### config.mk
export PLATFORM = sky130hd
export DESIGN_NAME = lsu_mem_stage
export DESIGN_NICKNAME = d
export VERILOG_FILES = /design/src/rtl/lsu_mem_stage_pkg.sv /design/src/rtl/lsu_mem_stage_align.sv /design/src/rtl/lsu_mem_stage.sv
export SDC_FILE = /design/constraint.sdc
export NUM_CORES = 2
export LEC_CHECK = 0
export CORE_MARGIN = 2
export CORE_UTILIZATION = 43
export CTS_CLUSTER_SIZE = 10
export DETAILED_ROUTE_END_ITERATION = 8
export GPL_TIMING_DRIVEN = 1
export PLACE_DENSITY_LB_ADDON = 0.1
export SLEW_MARGIN = 5
export SYNTH_ARGS = -nofsm -noshare
export SYNTH_HDL_FRONTEND = slang
export SYNTH_SLANG_ARGS = --single-unit
### constraint.sdc
create_clock -name clk -period 14.06 [get_ports clk]
set_input_delay 2.109 -clock clk [delete_from_list [all_inputs] [get_ports clk]]
set_output_delay 2.109 -clock clk [all_outputs]
set_load 0.02 [all_outputs]
### src/rtl/lsu_mem_stage_pkg.sv
// Shared encodings for the load/store memory stage: access size/sign codes,
// FSM states and small decode helpers used by lsu_mem_stage and lsu_align.
package lsu_mem_stage_pkg;

    localparam logic [2:0] F3_B  = 3'b000;
    localparam logic [2:0] F3_H  = 3'b001;
    localparam logic [2:0] F3_W  = 3'b010;
    localparam logic [2:0] F3_BU = 3'b100;
    localparam logic [2:0] F3_HU = 3'b101;

    typedef enum logic {
        ST_IDLE  = 1'b0,
        ST_SPLIT = 1'b1
    } lsuState_e;

    // Unsigned sizes only make sense for loads, so they are rejected on stores.
    function automatic logic f3Legal(input logic [2:0] f3, input logic isStore);
        logic ok;
        case (f3)
            F3_B, F3_H, F3_W: ok = 1'b1;
            F3_BU, F3_HU:     ok = !isStore;
            default:          ok = 1'b0;
        endcase
        return ok;
    endfunction

    function automatic logic isMisaligned(input logic [2:0] f3, input logic [1:0] offset);
        logic mis;
        case (f3[1:0])
            2'b01:   mis = offset[0];
            2'b10:   mis = (offset != 2'b00);
            default: mis = 1'b0;
        endcase
        return mis;
    endfunction

endpackage

### src/rtl/lsu_mem_stage_align.sv
// lsu_align: combinational lane steering for the memory stage. Treats every
// access as a window over two adjacent words so aligned and split accesses share one path.
module lsu_align
    import lsu_mem_stage_pkg::*;
(
    input  logic [2:0]  funct3_i,
    input  logic [1:0]  offset_i,
    input  logic [31:0] storeData_i,
    input  logic [31:0] loWord_i,
    input  logic [31:0] hiWord_i,
    output logic [3:0]  beLo_o,
    output logic [3:0]  beHi_o,
    output logic [31:0] wdataLo_o,
    output logic [31:0] wdataHi_o,
    output logic [31:0] loadData_o
);

    logic [3:0]  sizeMask;
    logic [7:0]  beWide;
    logic [63:0] dataWide;
    logic [31:0] loadRaw;

    always_comb begin
        case (funct3_i[1:0])
            2'b00:   sizeMask = 4'b0001;
            2'b01:   sizeMask = 4'b0011;
            2'b10:   sizeMask = 4'b1111;
            default: sizeMask = 4'b0000;
        endcase

        // Bytes that spill past lane 3 land in the following word's lanes.
        beWide   = {4'b0000, sizeMask} << offset_i;
        dataWide = {32'h0, storeData_i} << {offset_i, 3'b000};
        loadRaw  = 32'({hiWord_i, loWord_i} >> {offset_i, 3'b000});

        case (funct3_i)
            F3_B:    loadData_o = {{24{loadRaw[7]}}, loadRaw[7:0]};
            F3_H:    loadData_o = {{16{loadRaw[15]}}, loadRaw[15:0]};
            F3_W:    loadData_o = loadRaw;
            F3_BU:   loadData_o = {24'h0, loadRaw[7:0]};
            F3_HU:   loadData_o = {16'h0, loadRaw[15:0]};
            default: loadData_o = 32'h0;
        endcase
    end

    assign beLo_o    = beWide[3:0];
    assign beHi_o    = beWide[7:4];
    assign wdataLo_o = dataWide[31:0];
    assign wdataHi_o = dataWide[63:32];

endmodule

### src/rtl/lsu_mem_stage.sv
// Data-memory stage of the pipeline: byte/half/word loads and stores on a word array.
// Define LSU_MISALIGNED_EN to split misaligned H/W accesses over two cycles; otherwise they fault.
module lsu_mem_stage
    import lsu_mem_stage_pkg::*;
#(
    parameter int DEPTH = 64
) (
    input  logic        clk,
    input  logic        reset,
    input  logic [31:0] ALUResultM,
    input  logic [31:0] WriteDataM,
    input  logic        MemWriteM,
    input  logic        MemReadM,
    input  logic [2:0]  Funct3M,
    output logic [31:0] ReadDataM,
    output logic        StallM,
    output logic        FaultM
);

    localparam int AW = $clog2(DEPTH);

    logic [31:0] dataMemory [DEPTH];

    lsuState_e   stateQ, stateD;
    logic [31:0] holdQ, holdD;

    logic [AW-1:0] wordIdx, wordIdxNext;
    logic [1:0]    offset;
    logic          unusedAddrBits;

    logic          wrEn;
    logic [AW-1:0] wrIdx;
    logic [3:0]    wrBe;
    logic [31:0]   wrData;

    logic [31:0] alignLo;
    logic [3:0]  beLo, beHi;
    logic [31:0] wdataLo, wdataHi, loadData;

    assign wordIdx        = ALUResultM[AW+1:2];
    assign wordIdxNext    = wordIdx + AW'(1);
    assign offset         = ALUResultM[1:0];
    assign unusedAddrBits = ^ALUResultM[31:AW+2];

    // The second half of a split load merges the captured low word with the next word.
    assign alignLo = (stateQ == ST_SPLIT) ? holdQ : dataMemory[wordIdx];

    lsu_align uAlign (
        .funct3_i    (Funct3M),
        .offset_i    (offset),
        .storeData_i (WriteDataM),
        .loWord_i    (alignLo),
        .hiWord_i    (dataMemory[wordIdxNext]),
        .beLo_o      (beLo),
        .beHi_o      (beHi),
        .wdataLo_o   (wdataLo),
        .wdataHi_o   (wdataHi),
        .loadData_o  (loadData)
    );

    always_comb begin
        stateD    = ST_IDLE;
        holdD     = holdQ;
        StallM    = 1'b0;
        FaultM    = 1'b0;
        ReadDataM = 32'h0;
        wrEn      = 1'b0;
        wrIdx     = wordIdx;
        wrBe      = 4'b0000;
        wrData    = 32'h0;

        // Reset suppresses every write, which is what aborts a split store midway.
        if (!reset) begin
            case (stateQ)
                ST_IDLE: begin
                    if (MemWriteM || MemReadM) begin
                        if (!f3Legal(Funct3M, MemWriteM)) begin
                            FaultM = 1'b1;
                        end else if (isMisaligned(Funct3M, offset)) begin
`ifdef LSU_MISALIGNED_EN
                            StallM = 1'b1;
                            stateD = ST_SPLIT;
                            if (MemWriteM) begin
                                wrEn   = 1'b1;
                                wrBe   = beLo;
                                wrData = wdataLo;
                            end else begin
                                holdD = dataMemory[wordIdx];
                            end
`else
                            FaultM = 1'b1;
`endif
                        end else if (MemWriteM) begin
                            wrEn   = 1'b1;
                            wrBe   = beLo;
                            wrData = wdataLo;
                        end else begin
                            ReadDataM = loadData;
                        end
                    end
                end
                ST_SPLIT: begin
                    if (MemWriteM) begin
                        wrEn   = 1'b1;
                        wrIdx  = wordIdxNext;
                        wrBe   = beHi;
                        wrData = wdataHi;
                    end else if (MemReadM) begin
                        ReadDataM = loadData;
                    end
                end
                default: ;
            endcase
        end
    end

    always_ff @(posedge clk) begin
        if (reset) begin
            stateQ <= ST_IDLE;
            holdQ  <= 32'h0;
        end else begin
            stateQ <= stateD;
            holdQ  <= holdD;
        end
    end

    // Memory contents survive reset so a preload stays valid.
    always_ff @(posedge clk) begin
        if (wrEn) begin
            for (int b = 0; b < 4; b++) begin
                if (wrBe[b]) begin
                    dataMemory[wrIdx][8*b +: 8] <= wrData[8*b +: 8];
                end
            end
        end
    end

endmodule

## Word-level counts from Yosys, hierarchy flattened

Memory sizes are Yosys's and may differ from the RTL's.
Index checks and enable logic that the tools add are counted.

| storage, ports and cells | value |
|---|---|
| bits in registers | 0 |
| RAM bits | 2,048 |
| bits of input ports | 71 |
| output and inout bits | 34 |
| memories | 1 |

| operators by class | value |
|---|---|
| $add $sub $neg | 1 |
| equal/unequal tests | 6 |
| shifts and indexed selects | 3 |
| mux-type cells | 45 |
| reductions and logical operators | 7 |

Memory list:

| memory | words | width | read ports | clocked after memory_dff | wr ports | line | text |
|---|---|---|---|---|---|---|---|
| dataMemory | 64 | 32 | 2 | 0 | 1 | lsu_mem_stage.sv:22 | `logic [31:0] dataMemory [DEPTH];` |

Operator list:

| kind | count |
|---|---|
| $mux W32 | 10 |
| $pmux W32 S5 | 1 |
| $shr A64 B5 Y32 | 1 |
| $shl A32 B5 Y32 | 1 |
| $mux W1 | 26 |
| $mux W4 | 5 |
| $pmux W4 S3 | 1 |
| $add A6 B1 Y6 const B | 1 |
| $eq A3 B3 Y1 const B | 2 |
| $pmux W1 S2 | 2 |
| $shl A4 B2 Y4 | 1 |
| $eq A3 B1 Y1 const B | 1 |
| $eq A3 B2 Y1 const B | 1 |
| $logic_not A3 Y1 | 1 |
| $reduce_or A3 Y1 | 1 |
| $eq A2 B1 Y1 const B | 1 |
| $eq A2 B2 Y1 const B | 1 |
| $logic_not A2 Y1 | 1 |
| $reduce_bool A2 Y1 | 1 |
| $reduce_or A2 Y1 | 1 |
| $logic_not A1 Y1 | 1 |
| $logic_or A1 B1 Y1 | 1 |

## Depth between registers and ports, before layout

| depth | value |
|---|---|
| depth after elaboration | 15 |
| gate-level depth with buffers | 15 |

## Cells and area by module

A second synthesis with hierarchy kept.

| unflattened totals | value |
|---|---|
| cell total of the unflattened synthesis | 6,140 |
| area, all modules | 98,761.0 um^2 |

By module, submodules not included:

| module | times used | cells an instance | area each (um^2) | seq. area each (um^2) |
|---|---|---|---|---|
| lsu_mem_stage | 1 | 5,885 | 96,500.1 | 61,499.0 |
| lsu_align | 1 | 255 | 2,260.9 | 0.0 |

## Least setup slack after synthesis

OpenSTA, ideal clock, no wires.

| timing path | value |
|---|---|
| path kind | input to output |
| start | input ALUResultM[4] |
| end | output ReadDataM[1] |
| data arrival time | 4,993 ps |
| path slack | 6,958 ps |
| stages | 12 |
| cell sequence | buf_4 > buf_4 > nor3b_2 > buf_2 > buf_4 > buf_2 > a22oi_1 > o21ai_0 > a2bb2oi_1 > nand3_1 > mux2i_1 > a2111oi_0 |

| between the ends | value |
|---|---|
| cells in the longest elaborated chain, start to end | 9 |

RTL lines:

| what | line | text |
|---|---|---|
| from (decl) | lsu_mem_stage.sv:10 | `input logic [31:0] ALUResultM,` |
| $add A6 B1 Y6 | lsu_mem_stage.sv:41 | `assign wordIdxNext = wordIdx + AW'(1);` |
| $mem_v2 Z64 W32 * | - |  |
| $shr A64 B5 Y32 * | lsu_mem_stage_align.sv:34 | `loadRaw = 32'({hiWord_i, loWord_i} >> {offset_i, 3'b000});` |
| $pmux W32 S5 * | lsu_mem_stage_align.sv:36 | `case (funct3_i)` |
| $mux W32 * | lsu_mem_stage.sv:93 | `end else if (MemWriteM) begin` |
| $mux W32 * | lsu_mem_stage.sv:79 | `end else if (isMisaligned(Funct3M, offset)) begin` |
| $mux W32 * | lsu_mem_stage.sv:77 | `if (!f3Legal(Funct3M, MemWriteM)) begin` |
| $mux W32 * | lsu_mem_stage.sv:76 | `if (MemWriteM \|\| MemReadM) begin` |
| $mux W32 * | lsu_mem_stage.sv:73 | `if (!reset) begin` |
| to (decl) | lsu_mem_stage.sv:15 | `output logic [31:0] ReadDataM,` |

Mark *: on every way between the ends. The rest lies on a longest branch, timed or not.

## Final worst setup path

| timing path | value |
|---|---|
| start | input ALUResultM[2] |
| end | output ReadDataM[26] |

Same word-level chain as after synthesis.

==> qor.yml <==
outcome:
  outcome: "completed"
die:
  die_w_um: 469
  pin_count: 105
  initial_utilization_pct: 43.3
  fp.dieH_um: 469
  core_area_mm2: 0.215
  die_area_mm2: 0.220
  rows: 170
timing:
  worstMarginPinSlew_ns: 1.38
  hold_violations: 0
  finalCriticalPeriod_ns: 10.30
  tns_ns: 0
  rsz0062_at_grt: "no"
  maxSlewViolCount: 0
  max_freq_mhz: 97.1
  min_period_over_period_pct: 73.3
  setup_ws_ns: 3.76
  slew_headroom_pct: 6.75
  setup_viol: 0
final_layout:
  largest-register: "dataMemory"
  drive_above_1_share_pct: 22.1
  multiInputGateArea_mm2: 0.0293
  layout_common_cells: "edfxtp_1 (2048), mux4_2 (536), a22oi_1 (408), nor2_1 (351), clkbuf_16 (233)"
  fillers: 18100
  largest_reg_flops: 2048
  regArea_mm2: 0.0615
  instances_no_fill: 8437
  mostFrequentLayoutCell: "edfxtp_1"
  postLayoutCellArea_mm2: 0.103
  nNetsFinal: 5602
  top_regs: "dataMemory (2048)"
  syn2layout_area_growth_pct: 11.2
routing:
  drc: 0
  drt_iter0_drc: 9433
  dr_total_vias: 59300
  firstDrtPassIters: 6
  post_drt_wl_per_cell_um: 43.7
  ant_nets: 0
  routed_via_density: 7.03
  wl_mm: 369
worst_hold_path:
  whs_path_depth: 2
  hold_class: "in2reg"
  hold_path_end: "dataMemory[51][0]$_DFFE_PP_"
  holdCritStartpoint: "WriteDataM[0]"
critical_path:
  crit_chain: "buf_8, buf_12, ha_4, buf_12, mux4_2, mux4_2, mux2i_1, mux2i_1, a22oi_1, o21a_1, nand3_2, clkdlybuf4s50_1"
  cp-end-kind: "output pin"
  worstPathArrival_ns: 8.19
  start_kind: "primary input"
  crit_type: "in2out"
  cp_top_family: "buffers and inverters"
  path_max_fanout: 120
  cp.required_ns: 11.95
  cp.buffers_inverters: 4
  max_stage_delay_ns: 0.84
  critPathSlowestCell: "mux2i_1"
power_and_ir_drop:
  power_density_mw_per_mm2: 126
  peakVddDrop_mv: 0.143
  p_total_uw: 13000
  power.leakage_uw: 0.0269
synthesis:
  synth_xor_area_share_pct: 0.0539
  syn_area_mm2: 0.0928
  synthMuxAreaShare_pct: 16.9
  synth_top_family_by_area: "multiplexers"
  synth-edff-count: 2048
  synth_cell_types: 95
  async_flop_share_pct: 0
  synth-compound-area-share_pct: 9.38
  ys.flop_type: "edfxtp_1"
  yosys.area_share.adder_pct: 0.0674
  ys_seq_area_share_pct: 66.2
  synth.avg_cell_area_um2: 17.0
  synth_simple_gate_area_share_pct: 4.74
  synthCells: 5459
  synth_fp_nets: 5535
  synth_seq_cells: 2048
  yosysWarnings: 0
clock_tree:
  root_buffer: "clkbuf_16"
  htreeDepth: 4
  cts.path.max_buffers: 3
  cts_tree: "done"
  clock_sinks: 2048
  cts_buffers: 229
  ctsHoldBuffers: 0
  cts_resized: 0
  clk_pin_slew_ns: 0.05
  cts_setup_buffers: 0
global_route:
  antenna_found_initial: 21
  grt_max_degree: 121
  grt_pass1_wl_mm: 497
  groute.usage.overall_pct: 33.3
  first_global_vias: 57200
  grt_overflow: 0
placement:
  placed_cells: 8133
  io_buffers: 79
  dp_slack_ns: 3.90
  gp_congestion: 0.973
  dpl_cell_area_mm2: 0.0970
  hpwlAfterDp_mm: 230
flow_run:
  cap_violations: 0
routing by layer:
layer / wire length (um) / global-route usage [%]
met2: 163000 / 49.3
met4: 23300 / 18.0
met1: 138000 / 43.9
met3: 43800 / 10.3
met5: 130 / 0
stage by stage:
step	util, %	hold WS, ns
final	48.1	2.40
after global routing	48.1	2.40
after CTS	48.1	2.35
after detailed placement	45.2	3.29
after global placement	45.2	3.27
after floorplan	-	2.95
cell families after synthesis:
family          Yosys count
compound gates         1149
xor+xnor                  4
flops                  2048
other cells               1
simple gates            908
buf+inv                 466
fa+ha+maj                 5
mux                     878
worst max path at each step:
stage	from	to	slack, ns	cells after the start
CTS	ALUResultM[2]	ReadDataM[15]	3.92	14
detailed placement	ALUResultM[2]	ReadDataM[15]	3.90	14
global placement	ALUResultM[2]	ReadDataM[15]	3.93	14
floorplan	ALUResultM[4]	ReadDataM[1]	6.96	12
finish	ALUResultM[2]	ReadDataM[26]	3.76	12
global route	ALUResultM[2]	ReadDataM[15]	3.78	14
synthesized netlist by cell type, drive strengths merged, types with 8 or more instances:
cell | instances | area share (%)
a2111oi | 15 | 0.14
a211oi | 31 | 0.25
a21oi | 107 | 0.58
a221o | 47 | 0.51
a221oi | 121 | 1.2
a222oi | 18 | 0.19
a22o | 64 | 0.60
a22oi | 409 | 3.3
a31oi | 50 | 0.34
a41oi | 23 | 0.22
and2 | 23 | 0.16
and3 | 8 | 0.054
and4 | 14 | 0.13
and4b | 14 | 0.15
buf | 339 | 2.1
clkbuf | 117 | 0.47
edfxtp | 2048 | 66
inv | 8 | 0.032
mux2 | 118 | 1.4
mux2i | 224 | 2.4
mux4 | 536 | 13
nand2 | 232 | 0.94
nand2b | 19 | 0.13
nand3 | 48 | 0.31
nand3b | 8 | 0.065
nand4 | 39 | 0.26
nor2 | 376 | 1.5
nor2b | 22 | 0.15
nor3 | 26 | 0.15
nor3b | 13 | 0.12
nor4b | 10 | 0.12
nor4bb | 10 | 0.11
o211ai | 21 | 0.17
o21ai | 62 | 0.33
o221ai | 17 | 0.16
o22a | 10 | 0.094
o22ai | 63 | 0.42
o2bb2ai | 24 | 0.23
or2 | 11 | 0.074
or3 | 8 | 0.054
final cells by class:
type / instances / share of cell area [%]
flip-flops and latches: 2048 / 59.6
multi-input cells: 2945 / 28.4
clock buffers: 264 / 5.76
well taps: 2838 / 3.44
repair buffers: 292 / 2.49
clock inverters: 27 / 0.210
inverters: 10 / 0.0412
diodes: 13 / 0.0315
where the power goes:
part	leakage [uW]	switching [uW]	internal (uW)	total, uW
Sequential	0.0142	0.985	6650	6650
Combinational	0.00966	718	302	1020
Clock	0.00301	2350	2940	5290
Total	0.0269	3070	9890	13000
No activity file was read; power rests on OpenSTA's default activity.
